[src/rtl/grf_pkg.sv]
// Shared defaults and helpers for the pipelined general register file.
package grf_pkg;
  localparam int GRF_DW   = 32;
  localparam int GRF_NREG = 32;
  localparam int GRF_AW   = 5;
  localparam int GRF_PMAX = 3;

  // Bits needed to hold values 0..pmax
  function automatic int cnt_width(input int pmax);
    int w;
    w = 1;
    while ((1 << w) < (pmax + 1)) w++;
    return w;
  endfunction
endpackage

[src/rtl/pipe_grf_if.sv]
// Read/write/issue bus of the register file; master drives, slave is the file.
interface pipe_grf_if
  import grf_pkg::*;
#(
  parameter int DW = GRF_DW,
  parameter int AW = GRF_AW
);
  logic [AW-1:0] A1, A2, A3, iss_addr;
  logic [DW-1:0] RD1, RD2, WD;
  logic [31:0]   PC;
  logic          WE, iss_en, flush;
  logic          busy1, busy2, err;

  modport master (output A1, A2, WE, A3, WD, PC, iss_en, iss_addr, flush,
                  input  RD1, RD2, busy1, busy2, err);
  modport slave  (input  A1, A2, WE, A3, WD, PC, iss_en, iss_addr, flush,
                  output RD1, RD2, busy1, busy2, err);
endinterface

[src/rtl/pipe_grf_pend_ctr.sv]
// Saturating pending-write counter for one register.
module pend_ctr #(
  parameter int PMAX = 3,
  parameter int CW   = 2
) (
  input  logic          clk,
  input  logic          reset,
  input  logic          i_inc,
  input  logic          i_dec,
  input  logic          i_clr,
  output logic [CW-1:0] o_cnt,
  output logic          o_ovf
);
  localparam logic [CW-1:0] MAX_C = CW'(PMAX);

  logic [CW-1:0] r_cnt;

  assign o_cnt = r_cnt;
  // Simultaneous inc and dec cancel, so only a lone inc at max overflows
  assign o_ovf = !i_clr && i_inc && !i_dec && (r_cnt == MAX_C);

  always_ff @(posedge clk) begin
    if (reset || i_clr)
      r_cnt <= '0;
    else if (i_inc && !i_dec && r_cnt != MAX_C)
      r_cnt <= r_cnt + CW'(1);
    else if (i_dec && !i_inc && r_cnt != '0)
      r_cnt <= r_cnt - CW'(1);
  end
endmodule

[src/rtl/pipe_grf.sv]
// Two-read/one-write register file with per-register pending-write scoreboard.
module pipe_grf
  import grf_pkg::*;
#(
  parameter int DW     = GRF_DW,
  parameter int NREG   = GRF_NREG,
  parameter int AW     = GRF_AW,
  parameter int PMAX   = GRF_PMAX,
  parameter bit BYPASS = 1'b1,
  parameter bit TRACE  = 1'b1
) (
  input logic       clk,
  input logic       reset,
  pipe_grf_if.slave bus
);
  localparam int          CW     = cnt_width(PMAX);
  localparam logic [AW:0] NREG_A = (AW+1)'(NREG);

  logic [DW-1:0] r_regs [NREG];
  logic [CW-1:0] w_cnt  [NREG];
  logic [NREG-1:0] w_ovf;
  logic          r_err;
  logic          w_a3_ok, w_acc;
  logic [AW-1:0] w_a    [2];
  logic [DW-1:0] w_rd   [2];
  logic          w_busy [2];

  assign w_a3_ok = (bus.A3 != '0) && ({1'b0, bus.A3} < NREG_A);
  assign w_acc   = bus.WE && w_a3_ok && !reset;

  always_ff @(posedge clk) begin
    if (reset) begin
      for (int i = 0; i < NREG; i++) r_regs[i] <= '0;
    end else if (w_acc) begin
      r_regs[bus.A3] <= bus.WD;
    end
  end

  assign w_cnt[0] = '0;
  assign w_ovf[0] = 1'b0;

  for (genvar i = 1; i < NREG; i++) begin : g_ctr
    pend_ctr #(.PMAX(PMAX), .CW(CW)) u_ctr (
      .clk   (clk),
      .reset (reset),
      .i_inc (bus.iss_en && bus.iss_addr == AW'(i)),
      .i_dec (w_acc && bus.A3 == AW'(i)),
      .i_clr (bus.flush),
      .o_cnt (w_cnt[i]),
      .o_ovf (w_ovf[i])
    );
  end

  always_ff @(posedge clk) begin
    if (reset) r_err <= 1'b0;
    else       r_err <= r_err | (|w_ovf);
  end

  assign w_a[0] = bus.A1;
  assign w_a[1] = bus.A2;

  for (genvar p = 0; p < 2; p++) begin : g_rd
    logic w_ok, w_hit;
    assign w_ok  = (w_a[p] != '0) && ({1'b0, w_a[p]} < NREG_A);
    assign w_hit = BYPASS && bus.WE && (bus.A3 == w_a[p]);
    assign w_rd[p] = !w_ok ? '0 : (w_hit ? bus.WD : r_regs[w_a[p]]);
    // The last outstanding write landing this cycle is already forwardable
    assign w_busy[p] = w_ok && (w_cnt[w_a[p]] != '0) &&
                       !(w_hit && !reset && w_cnt[w_a[p]] == CW'(1));
  end

  assign bus.RD1   = w_rd[0];
  assign bus.RD2   = w_rd[1];
  assign bus.busy1 = w_busy[0];
  assign bus.busy2 = w_busy[1];
  assign bus.err   = r_err;

`ifndef SYNTHESIS
  if (TRACE) begin : g_trace
    always @(posedge clk) begin
      if (w_acc) $display("@%08h: $%2d <= %h", bus.PC, bus.A3, bus.WD);
    end
  end
`endif
endmodule

[src/flat_wrapper.sv]
// flat-port wrapper written by rule: the top's interface ports become plain ports
module pipe_grf_flat import grf_pkg::*;
#(
  parameter int DW     = GRF_DW,
  parameter int NREG   = GRF_NREG,
  parameter int AW     = GRF_AW,
  parameter int PMAX   = GRF_PMAX,
  parameter bit BYPASS = 1'b1,
  parameter bit TRACE  = 1'b1
)
  (clk, reset, bus_A1, bus_A2, bus_WE, bus_A3, bus_WD, bus_PC, bus_iss_en, bus_iss_addr, bus_flush, bus_RD1, bus_RD2, bus_busy1, bus_busy2, bus_err);
  pipe_grf_if #(.DW(DW), .AW(AW)) bus_i ();
  input logic clk;
  input logic reset;
  input wire logic [$bits(bus_i.A1)-1:0] bus_A1;
  input wire logic [$bits(bus_i.A2)-1:0] bus_A2;
  input wire logic [$bits(bus_i.WE)-1:0] bus_WE;
  input wire logic [$bits(bus_i.A3)-1:0] bus_A3;
  input wire logic [$bits(bus_i.WD)-1:0] bus_WD;
  input wire logic [$bits(bus_i.PC)-1:0] bus_PC;
  input wire logic [$bits(bus_i.iss_en)-1:0] bus_iss_en;
  input wire logic [$bits(bus_i.iss_addr)-1:0] bus_iss_addr;
  input wire logic [$bits(bus_i.flush)-1:0] bus_flush;
  output wire logic [$bits(bus_i.RD1)-1:0] bus_RD1;
  output wire logic [$bits(bus_i.RD2)-1:0] bus_RD2;
  output wire logic [$bits(bus_i.busy1)-1:0] bus_busy1;
  output wire logic [$bits(bus_i.busy2)-1:0] bus_busy2;
  output wire logic [$bits(bus_i.err)-1:0] bus_err;
  assign bus_i.A1 = bus_A1;
  assign bus_i.A2 = bus_A2;
  assign bus_i.WE = bus_WE;
  assign bus_i.A3 = bus_A3;
  assign bus_i.WD = bus_WD;
  assign bus_i.PC = bus_PC;
  assign bus_i.iss_en = bus_iss_en;
  assign bus_i.iss_addr = bus_iss_addr;
  assign bus_i.flush = bus_flush;
  assign bus_RD1 = bus_i.RD1;
  assign bus_RD2 = bus_i.RD2;
  assign bus_busy1 = bus_i.busy1;
  assign bus_busy2 = bus_i.busy2;
  assign bus_err = bus_i.err;
  pipe_grf #(.DW(DW), .NREG(NREG), .AW(AW), .PMAX(PMAX), .BYPASS(BYPASS), .TRACE(TRACE)) u_core (.clk(clk), .reset(reset), .bus(bus_i));
endmodule
[config.mk]
export PLATFORM = sky130hd
export DESIGN_NAME = pipe_grf_flat
export DESIGN_NICKNAME = d
export VERILOG_FILES = /design/src/rtl/grf_pkg.sv /design/src/rtl/pipe_grf_if.sv /design/src/rtl/pipe_grf_pend_ctr.sv /design/src/rtl/pipe_grf.sv /design/src/flat_wrapper.sv
export SDC_FILE = /design/constraint.sdc
export NUM_CORES = 2
export LEC_CHECK = 0
export BUFFER_PORTS_ARGS = -buffer_cell sky130_fd_sc_hd__buf_2
export CORE_MARGIN = 2
export CORE_UTILIZATION = 51
export CTS_BUF_LIST = sky130_fd_sc_hd__clkbuf_8
export DETAILED_ROUTE_END_ITERATION = 12
export PLACE_DENSITY = 0.67
export SLEW_MARGIN = 30
export SYNTH_ARGS = -nofsm -noshare
export SYNTH_HDL_FRONTEND = slang
export SYNTH_HIERARCHICAL = 1
export SYNTH_SLANG_ARGS = --single-unit
[constraint.sdc]
create_clock -name clk -period 6.5 [get_ports clk]
set_clock_uncertainty 0.05 [all_clocks]
set_input_delay 1.95 -clock clk [delete_from_list [all_inputs] [get_ports clk]]
set_output_delay 1.95 -clock clk [all_outputs]
set_load 0.1 [all_outputs]
==> impl_metrics.tcl <==
set metrics [dict create \
    status "finished clean" \
    grt_pass1_vias 40000 \
    ys_seq_elements 1087 \
    cp.required_ns 4.50 \
    path_class "input port to output port" \
    final_nets 4357 \
    worstSetupStartpoint "bus_A2[4]" \
    total_power_uw 16900 \
    timing.max_cap.violations 0 \
    min-delay-start "u_core/g_ctr[3].u_ctr/o_cnt[1]" \
    area_delta_synth_final_pct 14.4 \
    synth.area.top_cells "edfxtp_1, mux4_2, and2_1, dfxtp_1, clkbuf_1" \
    yosysTopAreaCellShare_pct 51.4 \
    fin_crit_sh_pct 99.8 \
    ant_nets 0 \
    finish.instance_area_um2 68500 \
    yosys.area.top_type "edfxtp_1" \
    drt_iter0_drc 6590 \
    num_vias 40600 \
    cts.sinks 1087 \
    rows 125 \
    synth_most_common_cell "edfxtp_1" \
    dr_wl_met3_um 29100 \
    antenna_found_initial 23 \
    p_per_area_nw_per_um2 247 \
    crit_fanout 32 \
    wl_met1_um 74500 \
    synth_cells 4014 \
    clkTransAtPathRegs_ns 0.05 \
    preCtsSetupSlack_ns -0.134 \
    p_comb_share_pct 18.0 \
    final_max_slew_viol_count 0 \
    async_reset_ff_share_pct 0 \
    wl_met2_um 94000 \
    p_seq_share_pct 48.6 \
    holdCritPathClass "flip-flop to flip-flop" \
    overflow 0 \
    cts_buffers 180 \
    routabilityCongestion 0.879 \
    core_um2 116000 \
    cts-htree-levels 4 \
    grt_usage_pct 34.6 \
    finalWorstSetupSlack_ns 0.0123 \
    synth_common_cells "edfxtp_1, and2_1, mux4_2" \
    dr.pass1.iters 9 \
    swShare_pct 28.6 \
    num_io_pins 156 \
    post-cts-setup-buffers 0 \
    grt_first_pass_wirelength_um 292000 \
    drc 0 \
    slew_headroom_pct 31.7 \
    rsz0062_at_grt "true" \
    worstReg2RegStart "u_core/g_ctr[10].u_ctr/o_cnt[1]" \
    synthFlopType "edfxtp_1" \
    clkPwrFrac_pct 33.5 \
    finalSetupTns_ns 0 \
    wl_per_cell_um 35.1 \
    synth_area_per_cell_um2 14.9 \
    setup_violations 0 \
    hold_viol_final 0 \
    crit_arrival_ns 4.49 \
    dieArea_um2 120000 \
    synth_edf_count 1024 \
    synth-seq-area-share_pct 53.5 \
    clk_latency_ns 0.88 \
    period_needed_ns 6.49 \
    tritoncts "yes" \
    leakagePower_uw 0.0239 \
    drt_wl_total_um 208000 \
    cts_buffer_depth 3 \
    critPathLaunchType "input port" \
    highest_layer "met5" \
    tightest_slew_ns 1.02 \
    via_per_inst 6.84 \
    start_util_pct 51.4 \
    p_sw_uw 4830 \
    place_area_um2 65100 \
    cts-root-buf "clkbuf_8" \
    fin_util_pct 58.8 \
    hpwlAfterDp_um 130000 \
    grt_max_degree 50 \
    max_freq_mhz 154 \
    io_buffers 123 \
    die_h_um 347 \
    fillers 8961 \
    ys_types 49 \
    die-width_um 347 \
    p_int_uw 12100 \
    ir_worst_vdd_mv 0.201 \
    yosysWarnings 6 \
    drive_gt1_share_pct 33.4 \
    syn-cell-area_um2 59900 \
    worst_setup_path_end_kind "output port" \
]
-- power groups by stage --
stage          sequential (uW)  combinational [uW]  clock [uW]
6_report                  8200                3040        5650
5_1_grt                   8230                3100        5980
4_1_cts                   8190                2990        5700
3_5_place_dp              8330                2980           0
3_3_place_gp              8300                2970           0
2_1_floorplan             8260                1820           0
-- worst max-delay path, cell delays in order --
cell,delay [ns]
buf_2,0.40
nand2b_1,0.26
nand2b_2,0.17
buf_12,0.31
o22ai_1,0.15
a2111oi_0,0.75
a21o_1,0.24
buf_12,0.20
-- kinds of logic (layout without fill, tap and decap cells) --
logic type	count (synthesis)	count (layout)	share of synthesized area, %
simple gates	1483	1483	14.9
flops	1087	1087	53.5
mux	709	709	24.5
buf+inv	394	756	2.93
compound gates	330	330	4.03
xor+xnor	10	10	0.146
other cells	1	35	0.00627
-- placed cells by master (no fill, tap or decap), types with 5 or more instances in the layout --
| master | netlist | final |
|---|---|---|
| edfxtp_1 | 1024 | 1024 |
| and2_1 | 992 | 992 |
| mux4_2 | 606 | 606 |
| buf_4 | 26 | 260 |
| clkbuf_8 | 0 | 191 |
| buf_12 | 0 | 113 |
| mux2i_1 | 99 | 99 |
| o21ai_0 | 99 | 96 |
| nand2_1 | 87 | 87 |
| o22ai_1 | 76 | 76 |
| nor3_1 | 75 | 71 |
| nor2_1 | 122 | 65 |
| inv_1 | 1 | 63 |
| dfxtp_1 | 63 | 63 |
| a211oi_1 | 63 | 62 |
| buf_2 | 39 | 50 |
| clkinv_1 | 0 | 43 |
| nand2b_1 | 45 | 43 |
| or2_2 | 33 | 32 |
| a2111oi_2 | 31 | 32 |
| and3b_1 | 32 | 32 |
| conb_1 | 1 | 32 |
| and2b_2 | 31 | 31 |
| or2b_2 | 31 | 31 |
| nor2_2 | 0 | 30 |
| nor2_4 | 0 | 27 |
| a21o_1 | 20 | 19 |
| a2111oi_0 | 20 | 16 |
| clkinv_2 | 0 | 13 |
| o41ai_2 | 0 | 10 |
| nor4_1 | 9 | 9 |
| clkinvlp_4 | 0 | 7 |
| xnor2_1 | 6 | 6 |
| nand3_1 | 6 | 5 |
| nand3b_1 | 5 | 5 |
-- layer usage --
metal	GRT usage (%)	vias to the layer above
li1	-	16100
met1	46.6	20600
met2	53.2	3263
met3	9.41	628
met4	15.2	2
met5	0	-
-- what timing repair did --
item,4_1_cts,5_1_grt
setup endpoints to repair,8,7
hold endpoints to repair,0,0
gates resized for setup,4,6
hold buffers,0,0
-- registers in the layout, indices dropped and copies added (netlist names) --
signal / flops
u_core/r_regs: 1024
u_core/g_ctr.u_ctr/o_cnt: 62
u_core/bus.err: 1
-- path summary, 6_finish.rpt --
kind,to,slack (ns),depth (start not counted)
worst max register to register,u_core/bus.err,4.75,6
worst max-delay path,bus_RD2[17],0.01,8
worst min-delay path,u_core/g_ctr[3].u_ctr/o_cnt[1],0.49,2
worst min register to register,u_core/g_ctr[3].u_ctr/o_cnt[1],0.49,2
-- stage by stage --
| step | hold WS [ns] | instances |
|---|---|---|
| 6_report | 0.487 | 5934 |
| 5_1_grt | 0.510 | 5932 |
| 4_1_cts | 0.484 | 5929 |
| 3_5_place_dp | 0.477 | 5608 |
| 3_3_place_gp | 0.466 | 5607 |
| 2_1_floorplan | 0.432 | 4045 |
-- final cells by class --
cell class	instances	area, um^2	share of cell area [%]
Multi-Input combinational cell	2564	26700	38.9
Clock buffer	190	2620	3.82
Antenna cell	3	7.51	0.0110
Timing Repair Buffer	433	4620	6.74
Sequential cell	1087	32000	46.8
Inverter	2	7.51	0.0110
Tap cell	1524	1910	2.79
Clock inverter	131	633	0.925
Note: power is estimated with default switching activity, not from simulation.
